[src/rtl/alu_arbiter_if.sv]
// Requester-side bus of the ALU arbiter: request handshake with operands in,
// response handshake with result/flags/error out. Buses are flattened per requester.
interface alu_arbiter_if #(
    parameter int NUM_REQ = 2,
    parameter int DW      = 16
);
    logic [NUM_REQ-1:0]    req_valid;
    logic [NUM_REQ-1:0]    req_ready;
    logic [5*NUM_REQ-1:0]  req_opcode;
    logic [DW*NUM_REQ-1:0] req_in1;
    logic [DW*NUM_REQ-1:0] req_in2;
    logic [NUM_REQ-1:0]    rsp_valid;
    logic [NUM_REQ-1:0]    rsp_ready;
    logic [DW-1:0]         rsp_out;
    logic [2:0]            rsp_flags;
    logic                  rsp_err;

    modport master (
        output req_valid, req_opcode, req_in1, req_in2, rsp_ready,
        input  req_ready, rsp_valid, rsp_out, rsp_flags, rsp_err
    );

    modport slave (
        input  req_valid, req_opcode, req_in1, req_in2, rsp_ready,
        output req_ready, rsp_valid, rsp_out, rsp_flags, rsp_err
    );
endinterface

[src/rtl/alu_arbiter.sv]
// Round-robin arbiter/sequencer sharing one combinational ALU between NUM_REQ
// requesters; owns the architectural flag register.
module alu_arbiter #(
    parameter int NUM_REQ = 2,
    parameter int DW      = 16
) (
    input  logic          clk,
    input  logic          rst_n,
    alu_arbiter_if.slave  bus,
    output logic [DW-1:0] alu_in1,
    output logic [DW-1:0] alu_in2,
    output logic [4:0]    alu_opcode,
    input  logic [DW-1:0] alu_out,
    input  logic [2:0]    alu_flags,
    input  logic          alu_set_flags,
    output logic [2:0]    flag_q
);
    localparam int GW = (NUM_REQ > 1) ? $clog2(NUM_REQ) : 1;

    typedef enum logic [1:0] {IDLE, EXEC, RESP} state_t;

    state_t          state_reg, state_next;
    logic [GW-1:0]   ptr_reg, ptr_next;
    logic [GW-1:0]   grant_reg, grant_next;
    logic [4:0]      opcode_reg;
    logic [DW-1:0]   in1_reg, in2_reg;
    logic [DW-1:0]   rsp_out_reg;
    logic [2:0]      rsp_flags_reg;
    logic            rsp_err_reg;
    logic [2:0]      flag_reg;

    logic [4:0]      op_arr  [NUM_REQ];
    logic [DW-1:0]   in1_arr [NUM_REQ];
    logic [DW-1:0]   in2_arr [NUM_REQ];
    logic [GW:0]     rot_sum [NUM_REQ];
    logic [GW-1:0]   rot_idx [NUM_REQ];

    logic            pick_valid;
    logic [GW-1:0]   pick_idx;
    logic            op_legal;
    logic [NUM_REQ-1:0] req_ready_c, rsp_valid_c;

    // rot_idx[k] is the requester k places after the pointer, wrapped modulo NUM_REQ
    generate
        for (genvar gi = 0; gi < NUM_REQ; gi++) begin : g_req
            assign op_arr[gi]  = bus.req_opcode[gi*5 +: 5];
            assign in1_arr[gi] = bus.req_in1[gi*DW +: DW];
            assign in2_arr[gi] = bus.req_in2[gi*DW +: DW];
            assign rot_sum[gi] = {1'b0, ptr_reg} + (GW+1)'(gi);
            assign rot_idx[gi] = (rot_sum[gi] >= (GW+1)'(NUM_REQ))
                               ? GW'(rot_sum[gi] - (GW+1)'(NUM_REQ))
                               : rot_sum[gi][GW-1:0];
        end
    endgenerate

    // Scan farthest-first so the last hit is the one closest to the pointer
    always_comb begin
        pick_valid = 1'b0;
        pick_idx   = '0;
        for (int k = NUM_REQ - 1; k >= 0; k--) begin
            if (bus.req_valid[rot_idx[k]]) begin
                pick_valid = 1'b1;
                pick_idx   = rot_idx[k];
            end
        end
    end

    always_comb begin
        case (opcode_reg)
            5'b01010, 5'b01011, 5'b00110, 5'b00111,
            5'b10000, 5'b10001, 5'b10010, 5'b10011,
            5'b10100, 5'b10101, 5'b10110, 5'b10111,
            5'b11000, 5'b11001: op_legal = 1'b1;
            default:            op_legal = 1'b0;
        endcase
    end

    always_comb begin
        state_next  = state_reg;
        ptr_next    = ptr_reg;
        grant_next  = grant_reg;
        req_ready_c = '0;
        rsp_valid_c = '0;
        case (state_reg)
            IDLE: begin
                if (pick_valid) begin
                    req_ready_c[pick_idx] = 1'b1;
                    grant_next            = pick_idx;
                    state_next            = EXEC;
                end
            end
            EXEC: state_next = RESP;
            RESP: begin
                rsp_valid_c[grant_reg] = 1'b1;
                if (bus.rsp_ready[grant_reg]) begin
                    ptr_next   = (grant_reg == GW'(NUM_REQ - 1)) ? '0 : grant_reg + 1'b1;
                    state_next = IDLE;
                end
            end
            default: state_next = IDLE;
        endcase
    end

    always_ff @(posedge clk) begin
        if (!rst_n) begin
            state_reg     <= IDLE;
            ptr_reg       <= '0;
            grant_reg     <= '0;
            opcode_reg    <= '0;
            in1_reg       <= '0;
            in2_reg       <= '0;
            rsp_out_reg   <= '0;
            rsp_flags_reg <= '0;
            rsp_err_reg   <= 1'b0;
            flag_reg      <= '0;
        end else begin
            state_reg <= state_next;
            ptr_reg   <= ptr_next;
            grant_reg <= grant_next;
            // Operands are sampled only in the grant cycle; they hold otherwise
            if (state_reg == IDLE && pick_valid) begin
                opcode_reg <= op_arr[pick_idx];
                in1_reg    <= in1_arr[pick_idx];
                in2_reg    <= in2_arr[pick_idx];
            end
            if (state_reg == EXEC) begin
                if (op_legal) begin
                    rsp_out_reg   <= alu_out;
                    rsp_flags_reg <= alu_flags;
                    rsp_err_reg   <= 1'b0;
                    if (alu_set_flags) begin
                        flag_reg <= alu_flags;
                    end
                end else begin
                    rsp_out_reg   <= '0;
                    rsp_flags_reg <= '0;
                    rsp_err_reg   <= 1'b1;
                end
            end
        end
    end

    assign bus.req_ready = req_ready_c;
    assign bus.rsp_valid = rsp_valid_c;
    assign bus.rsp_out   = rsp_out_reg;
    assign bus.rsp_flags = rsp_flags_reg;
    assign bus.rsp_err   = rsp_err_reg;
    assign alu_opcode    = opcode_reg;
    assign alu_in1       = in1_reg;
    assign alu_in2       = in2_reg;
    assign flag_q        = flag_reg;
endmodule
[src/flat_wrapper.sv]
// flat-port wrapper written by rule: the top's interface ports become plain ports
module alu_arbiter_flat 
#(
    parameter int NUM_REQ = 2,
    parameter int DW      = 16
)
  (clk, rst_n, alu_in1, alu_in2, alu_opcode, alu_out, alu_flags, alu_set_flags, flag_q, bus_req_valid, bus_req_opcode, bus_req_in1, bus_req_in2, bus_rsp_ready, bus_req_ready, bus_rsp_valid, bus_rsp_out, bus_rsp_flags, bus_rsp_err);
  alu_arbiter_if #(.NUM_REQ(NUM_REQ), .DW(DW)) bus_i ();
  input  logic clk;
  input  logic rst_n;
  output logic [DW-1:0] alu_in1;
  output logic [DW-1:0] alu_in2;
  output logic [4:0] alu_opcode;
  input  logic [DW-1:0] alu_out;
  input  logic [2:0] alu_flags;
  input  logic alu_set_flags;
  output logic [2:0] flag_q;
  input wire logic [$bits(bus_i.req_valid)-1:0] bus_req_valid;
  input wire logic [$bits(bus_i.req_opcode)-1:0] bus_req_opcode;
  input wire logic [$bits(bus_i.req_in1)-1:0] bus_req_in1;
  input wire logic [$bits(bus_i.req_in2)-1:0] bus_req_in2;
  input wire logic [$bits(bus_i.rsp_ready)-1:0] bus_rsp_ready;
  output wire logic [$bits(bus_i.req_ready)-1:0] bus_req_ready;
  output wire logic [$bits(bus_i.rsp_valid)-1:0] bus_rsp_valid;
  output wire logic [$bits(bus_i.rsp_out)-1:0] bus_rsp_out;
  output wire logic [$bits(bus_i.rsp_flags)-1:0] bus_rsp_flags;
  output wire logic [$bits(bus_i.rsp_err)-1:0] bus_rsp_err;
  assign bus_i.req_valid = bus_req_valid;
  assign bus_i.req_opcode = bus_req_opcode;
  assign bus_i.req_in1 = bus_req_in1;
  assign bus_i.req_in2 = bus_req_in2;
  assign bus_i.rsp_ready = bus_rsp_ready;
  assign bus_req_ready = bus_i.req_ready;
  assign bus_rsp_valid = bus_i.rsp_valid;
  assign bus_rsp_out = bus_i.rsp_out;
  assign bus_rsp_flags = bus_i.rsp_flags;
  assign bus_rsp_err = bus_i.rsp_err;
  alu_arbiter #(.NUM_REQ(NUM_REQ), .DW(DW)) u_core (.clk(clk), .rst_n(rst_n), .bus(bus_i), .alu_in1(alu_in1), .alu_in2(alu_in2), .alu_opcode(alu_opcode), .alu_out(alu_out), .alu_flags(alu_flags), .alu_set_flags(alu_set_flags), .flag_q(flag_q));
endmodule
[config.mk]
export PLATFORM = sky130hd
export DESIGN_NAME = alu_arbiter_flat
export DESIGN_NICKNAME = d
export VERILOG_FILES = /design/src/rtl/alu_arbiter_if.sv /design/src/rtl/alu_arbiter.sv /design/src/flat_wrapper.sv
export SDC_FILE = /design/constraint.sdc
export NUM_CORES = 1
export LEC_CHECK = 0
export CAP_MARGIN = 25
export CORE_ASPECT_RATIO = 0.6
export CORE_MARGIN = 5
export CORE_UTILIZATION = 36
export CTS_BUF_LIST = sky130_fd_sc_hd__clkbuf_4
export CTS_CLUSTER_DIAMETER = 40
export DETAILED_ROUTE_END_ITERATION = 10
export GPL_TIMING_DRIVEN = 0
export PLACE_DENSITY = 0.86
export SLEW_MARGIN = 20
export SYNTH_ARGS = -nofsm -noshare
export SYNTH_HDL_FRONTEND = slang
export SYNTH_SLANG_ARGS = --single-unit
[constraint.sdc]
create_clock -name clk -period 1.95 [get_ports clk]
set_clock_uncertainty 0.15 [all_clocks]
set_input_delay 0.39 -clock clk [delete_from_list [all_inputs] [get_ports clk]]
set_output_delay 0.39 -clock clk [all_outputs]
set_load 0.1 [all_outputs]
**Word level (Yosys, flattened, before mapping)**

Memory sizes are Yosys's and may differ from the RTL's. A register that Yosys moved wholly into a read port is not among the register bits.
Index checks and enable logic that the tools add are counted.
Widths: inputs -> output; s select.

- Register bits after elaboration: 64
- Bits in read-only memories: 32
- Memories kept: 1

Memory list:

| memory | words | bits a word | read ports | clocked after memory_dff | write ports | RTL line | source |
|---|---|---|---|---|---|---|---|
| (no name shown) | 32 | 1 | 1 | 1 | 0 | alu_arbiter.sv:69 | `case (opcode_reg)` |

- Add/sub/neg operators: 4
- Reduce and logical (&&, ||, !) cells: 8
- Magnitude comparators: 9
- Bitwise operators: 1
- Equality and inequality tests: 4
- Mux-type cells: 37

Operators with widths:

| kind | count |
|---|---|
| $mux 16 | 7 |
| $mux 5 | 5 |
| $mux 1 | 16 |
| $mux 2 | 5 |
| $lt 1x2->1 const B | 4 |
| $pmux 2 s3 | 1 |
| $reduce_and 2->1 | 3 |
| $ge 2x2->1 const B | 2 |
| $ne 2x1->1 const B | 2 |
| $logic_and 1x1->1 | 3 |
| $mux 3 | 1 |
| $reduce_and 3->1 | 1 |
| $add 1x1->2 const B | 1 |
| $demux 1 s1 | 2 |
| $eq 2x1->1 const B | 1 |
| $eq 2x2->1 const B | 1 |
| $ge 1x1->1 const B | 2 |
| $ge 1x2->1 const B | 1 |
| $logic_not 2->1 | 1 |
| $not 1->2 | 1 |
| $sub 1x1->1 const B | 2 |
| $add 1x1->1 const B | 1 |

**Logic depth before layout (Yosys ltp)**

- Depth in word-level cells: 13
- Mapped depth: 7

**Worst setup path before layout**

OpenSTA, ideal clock, no wires.

- Path kind: register to output
- Start point: reg u_core.state_reg[1]
- End point: out bus_rsp_valid[0]
- Arrival time: 1,956 ps
- Cell stages (with the launch flop): 3
- Path buffers: 0
- Required time: 1,410 ps
- Slack: -546 ps
- Cells stage by stage: dfxtp_1 -> nor2b_1 -> nor2b_1

- Cells in the longest elaborated chain, start to end: 2

Ends and longest elaborated chain:

| what | RTL line | source |
|---|---|---|
| start: declaration | alu_arbiter.sv:22 | `state_t state_reg, state_next;` |
| start signal: assignment | alu_arbiter.sv:117 | `state_reg <= state_next;` |
| $eq 2x2->1 | alu_arbiter.sv:84 | `case (state_reg)` |
| $mux 2 | alu_arbiter.sv:84 |  |
| end: declaration | flat_wrapper.sv:24 | `output wire logic [$bits(bus_i.rsp_valid)-1:0] bus_rsp_valid;` |

Every way passes these cells.

**Worst setup path after layout**

- Start point: reg u_core.ptr_reg
- End point: out bus_req_ready[1]

- Cells in the longest elaborated chain, start to end: 13

Ends and longest elaborated chain:

| what | RTL line | source |
|---|---|---|
| start: declaration | alu_arbiter.sv:23 | `logic [GW-1:0] ptr_reg, ptr_next;` |
| start signal: assignment | alu_arbiter.sv:118 | `ptr_reg <= ptr_next;` |
| $add 1x1->2 | alu_arbiter.sv:49 | `assign rot_sum[gi] = {1'b0, ptr_reg} + (GW+1)'(gi);` |
| $ge 2x2->1 or $sub 1x1->1 (tied branches) | alu_arbiter.sv:50, alu_arbiter.sv:51 |  |
| $mux 1 | alu_arbiter.sv:51 | `? GW'(rot_sum[gi] - (GW+1)'(NUM_REQ))` |
| $mux 1 (implied by the code) (2 in a row) | alu_arbiter.sv:61 | `if (bus.req_valid[rot_idx[k]]) begin` |
| $mux 1 (2 in a row) | alu_arbiter.sv:61 |  |
| $lt 1x2->1 (implied by the code) or $ge 1x1->1 (tied branches) | alu_arbiter.sv:87 | `req_ready_c[pick_idx] = 1'b1;` |
| $logic_and 1x1->1 (implied by the code) | alu_arbiter.sv:87 |  |
| $mux 1 (implied by the code) | alu_arbiter.sv:87 |  |
| $demux 1 s1 | n/a |  |
| $mux 2 (*) | alu_arbiter.sv:86 | `if (pick_valid) begin` |
| $mux 2 (*) | alu_arbiter.sv:84 |  |
| end: declaration | flat_wrapper.sv:23 | `output wire logic [$bits(bus_i.req_ready)-1:0] bus_req_ready;` |

Every way passes the cells marked *; elsewhere a longest branch is shown, timed or not. The select of a mux whose other input is x is not followed.

==> results.json <==
{
  "powerDensity_mw_per_mm2": 918,
  "clock_sinks": 65,
  "port_buffers": 163,
  "failed_checks": "negative setup slack",
  "synth_top_family_by_area": "compound AO/OA/AOI/OAI gates",
  "synth_top_area_share_pct": 54.5,
  "die_w_um": 115,
  "insertedDiodeCount": 0,
  "yosysWarnings": 0,
  "ys_top_cells_by_area": "dfxtp_1 54%, a222oi_1 15%, nor2_1 7.7%",
  "postRouteAntennaNets": 0,
  "finalSetupViolCount": 4,
  "rows": 23,
  "total_power_uw": 4240,
  "syn_inst": 261,
  "cts_root_buf": "clkbuf_4",
  "synth_mux_area_share_pct": 1.68,
  "end_kind": "output pin",
  "cts_buffer_depth": 2,
  "syn_area_per_cell_um2": 9.16,
  "dp_hpwl_mm": 7.07,
  "fin_crit_ns": 2.05,
  "status": "finished, violations left",
  "rsz0062_at_grt": "true",
  "finalWorstSetupSlack_ns": -0.100,
  "viasPerCell": 5.40,
  "numCtsBuffers": 9,
  "fmax_mhz": 488,
  "synth-seq-cells": 65,
  "grtUsageTotal_pct": 21.6,
  "core_area_mm2": 0.00656,
  "yosys.area.top_type": "dfxtp_1",
  "cts_tree": "built",
  "grt_pass1_wl_mm": 14.2,
  "required_ns": 1.41,
  "fin_crit_sh_pct": 105,
  "grt_max_degree": 13,
  "synth_xor_area_share_pct": 0,
  "yosysSeqAreaShare_pct": 54.5,
  "drive_gt1_share_pct": 24.9,
  "synth_fa_ha_area_share_pct": 0,
  "synth_area_mm2": 0.00239,
  "slew-limit-headroom_pct": 62.5,
  "area_delta_synth_final_pct": 93.5,
  "arrival_ns": 1.51,
  "synthesis.nets": 361,
  "yosys.area_share.simple_pct": 18.0,
  "clock_latency_ns": 0.41,
  "maxCapViolCount": 0,
  "cp_max_fo": 5,
  "design_area_mm2": 0.00462,
  "gp_congestion": 0.780,
  "critPathKind": "register to output pin",
  "worst-slew-pin-transition_ns": 0.565,
  "grt_pass1_vias": 2957,
  "ir_worst_vdd_mv": 0.526,
  "dieArea_mm2": 0.00842,
  "drv_slew": 0,
  "die_h_um": 73.1,
  "hold_violations": 0,
  "drcViolationCount": 0,
  "cts_max_level": 3,
  "startpoint_type": "register",
  "yosysUniqueCellTypes": 23,
  "fin_nets": 548,
  "cellLeakagePower_uw": 0.00176,
  "antenna_found_initial": 0,
  "routed_wirelength_mm": 9.43,
  "grt_overflow": 0,
  "dr.first_iter.drc_count": 228,
  "drtPass1Iterations": 8,
  "ioPinCount": 164,
  "initial_utilization_pct": 36.4,
  "wl_per_cell_um": 17.5,
  "num_vias": 2914,
  "synth-compound-area-share_pct": 21.4,
  "path_clk_slew_ns": 0.10,
  "hold_path.class": "register to register",
  "place_area_mm2": 0.00414
}
logic make-up after synthesis:
group / after synthesis
multiplexers: 4
flip-flops: 65
AO/OA/AOI/OAI: 65
buffers and inverters: 26
AND/OR/NAND/NOR: 101
synth_stat cells (all sizes together):
cell type	instances
nor3	1
mux2i	4
nand3	20
nor2	49
a211oi	1
buf	9
nand2b	1
a21oi	25
and2	1
o21ai	1
nand2	22
a21boi	1
dfxtp	65
and3	2
or2b	1
a31oi	1
clkbuf	16
nor4	1
a222oi	36
inv	1
nor2b	3
placed cells by master, fill, tap and decap left out, types with 2 or more instances in the layout:
cell type and instances:
dfxtp_4 3, and3_4 2, a222oi_1 36, clkdlybuf4s18_2 8, buf_4 11, mux2i_1 4
buf_2 6, buf_6 2, clkbuf_1 13, nor2b_4 2, dfxtp_1 62, clkdlybuf4s50_1 97
buf_8 2, nand3_1 20, clkinvlp_4 2, clkdlybuf4s15_2 48, buf_12 4, bufinv_16 3
clkbuf_2 3, clkbuf_4 9, nand2_1 22, nor2_1 48, a21oi_1 24, buf_1 3
final timing paths:
check,from,end,slack (ns),depth (start not counted)
worst max-delay path,u_core.ptr_reg,bus_req_ready[1],-0.10,5
worst min-delay path,u_core.bus.rsp_out[12],u_core.bus.rsp_out[12],0.32,2
worst max register to register,u_core.ptr_reg,u_core.op_legal,-0.07,9
worst min register to register,u_core.bus.rsp_out[12],u_core.bus.rsp_out[12],0.32,2
per-stage QoR:
step	hold slack, ns	worst slack [ns]	setup TNS, ns	std cells	util, %
floorplan	0.341	-0.0315	-0.0315	261	-
global placement	0.289	-1.37	-26.60	511	63.0
detailed placement	0.304	-1.40	-29.44	511	63.0
CTS	0.320	-0.235	-2.00	531	69.2
global route	0.338	-0.170	-0.948	540	70.5
finish	0.317	-0.100	-0.260	540	70.5
worst max-delay path: stages (launching register included):
cell	delay, ns
dfxtp_4	0.37
nand2b_4	0.14
and3_4	0.19
buf_8	0.12
buf_8	0.12
buf_12	0.16
power breakdown:
| part | switching, uW | internal (uW) | leakage [uW] |
|---|---|---|---|
| Sequential | 65.4 | 1430 | 0.000534 |
| Combinational | 1050 | 529 | 0.00114 |
| Clock | 520 | 648 | 0.0000921 |
| Total | 1640 | 2610 | 0.00176 |
timing repair:
action                     in CTS  in global routing
buffers inserted                4                  9
pin swaps                       3                  5
hold buffers                    0                  0
resized for setup             237                 31
setup endpoints to repair      94                 45
gates cloned                    0                  0
per-layer routing:
layer | global-route usage, % | up-vias | wire length [um]
met3 | 9.69 | 15 | 1050
li1 | - | 1347 | -
met2 | 36.3 | 158 | 4530
met1 | 24.7 | 1394 | 3710
met4 | 7.16 | 0 | 140
met5 | 0 | - | 0
cell type report:
type	instances	area, um^2
multi-input cells	170	1030
clock inverters	7	119
clock buffers	9	67.6
fillers	534	1940
plain buffers	25	151
flip-flops and latches	65	1310
well taps	87	109
repair buffers	176	1830
inverters	1	3.75
(Power assumes the default switching activity.)
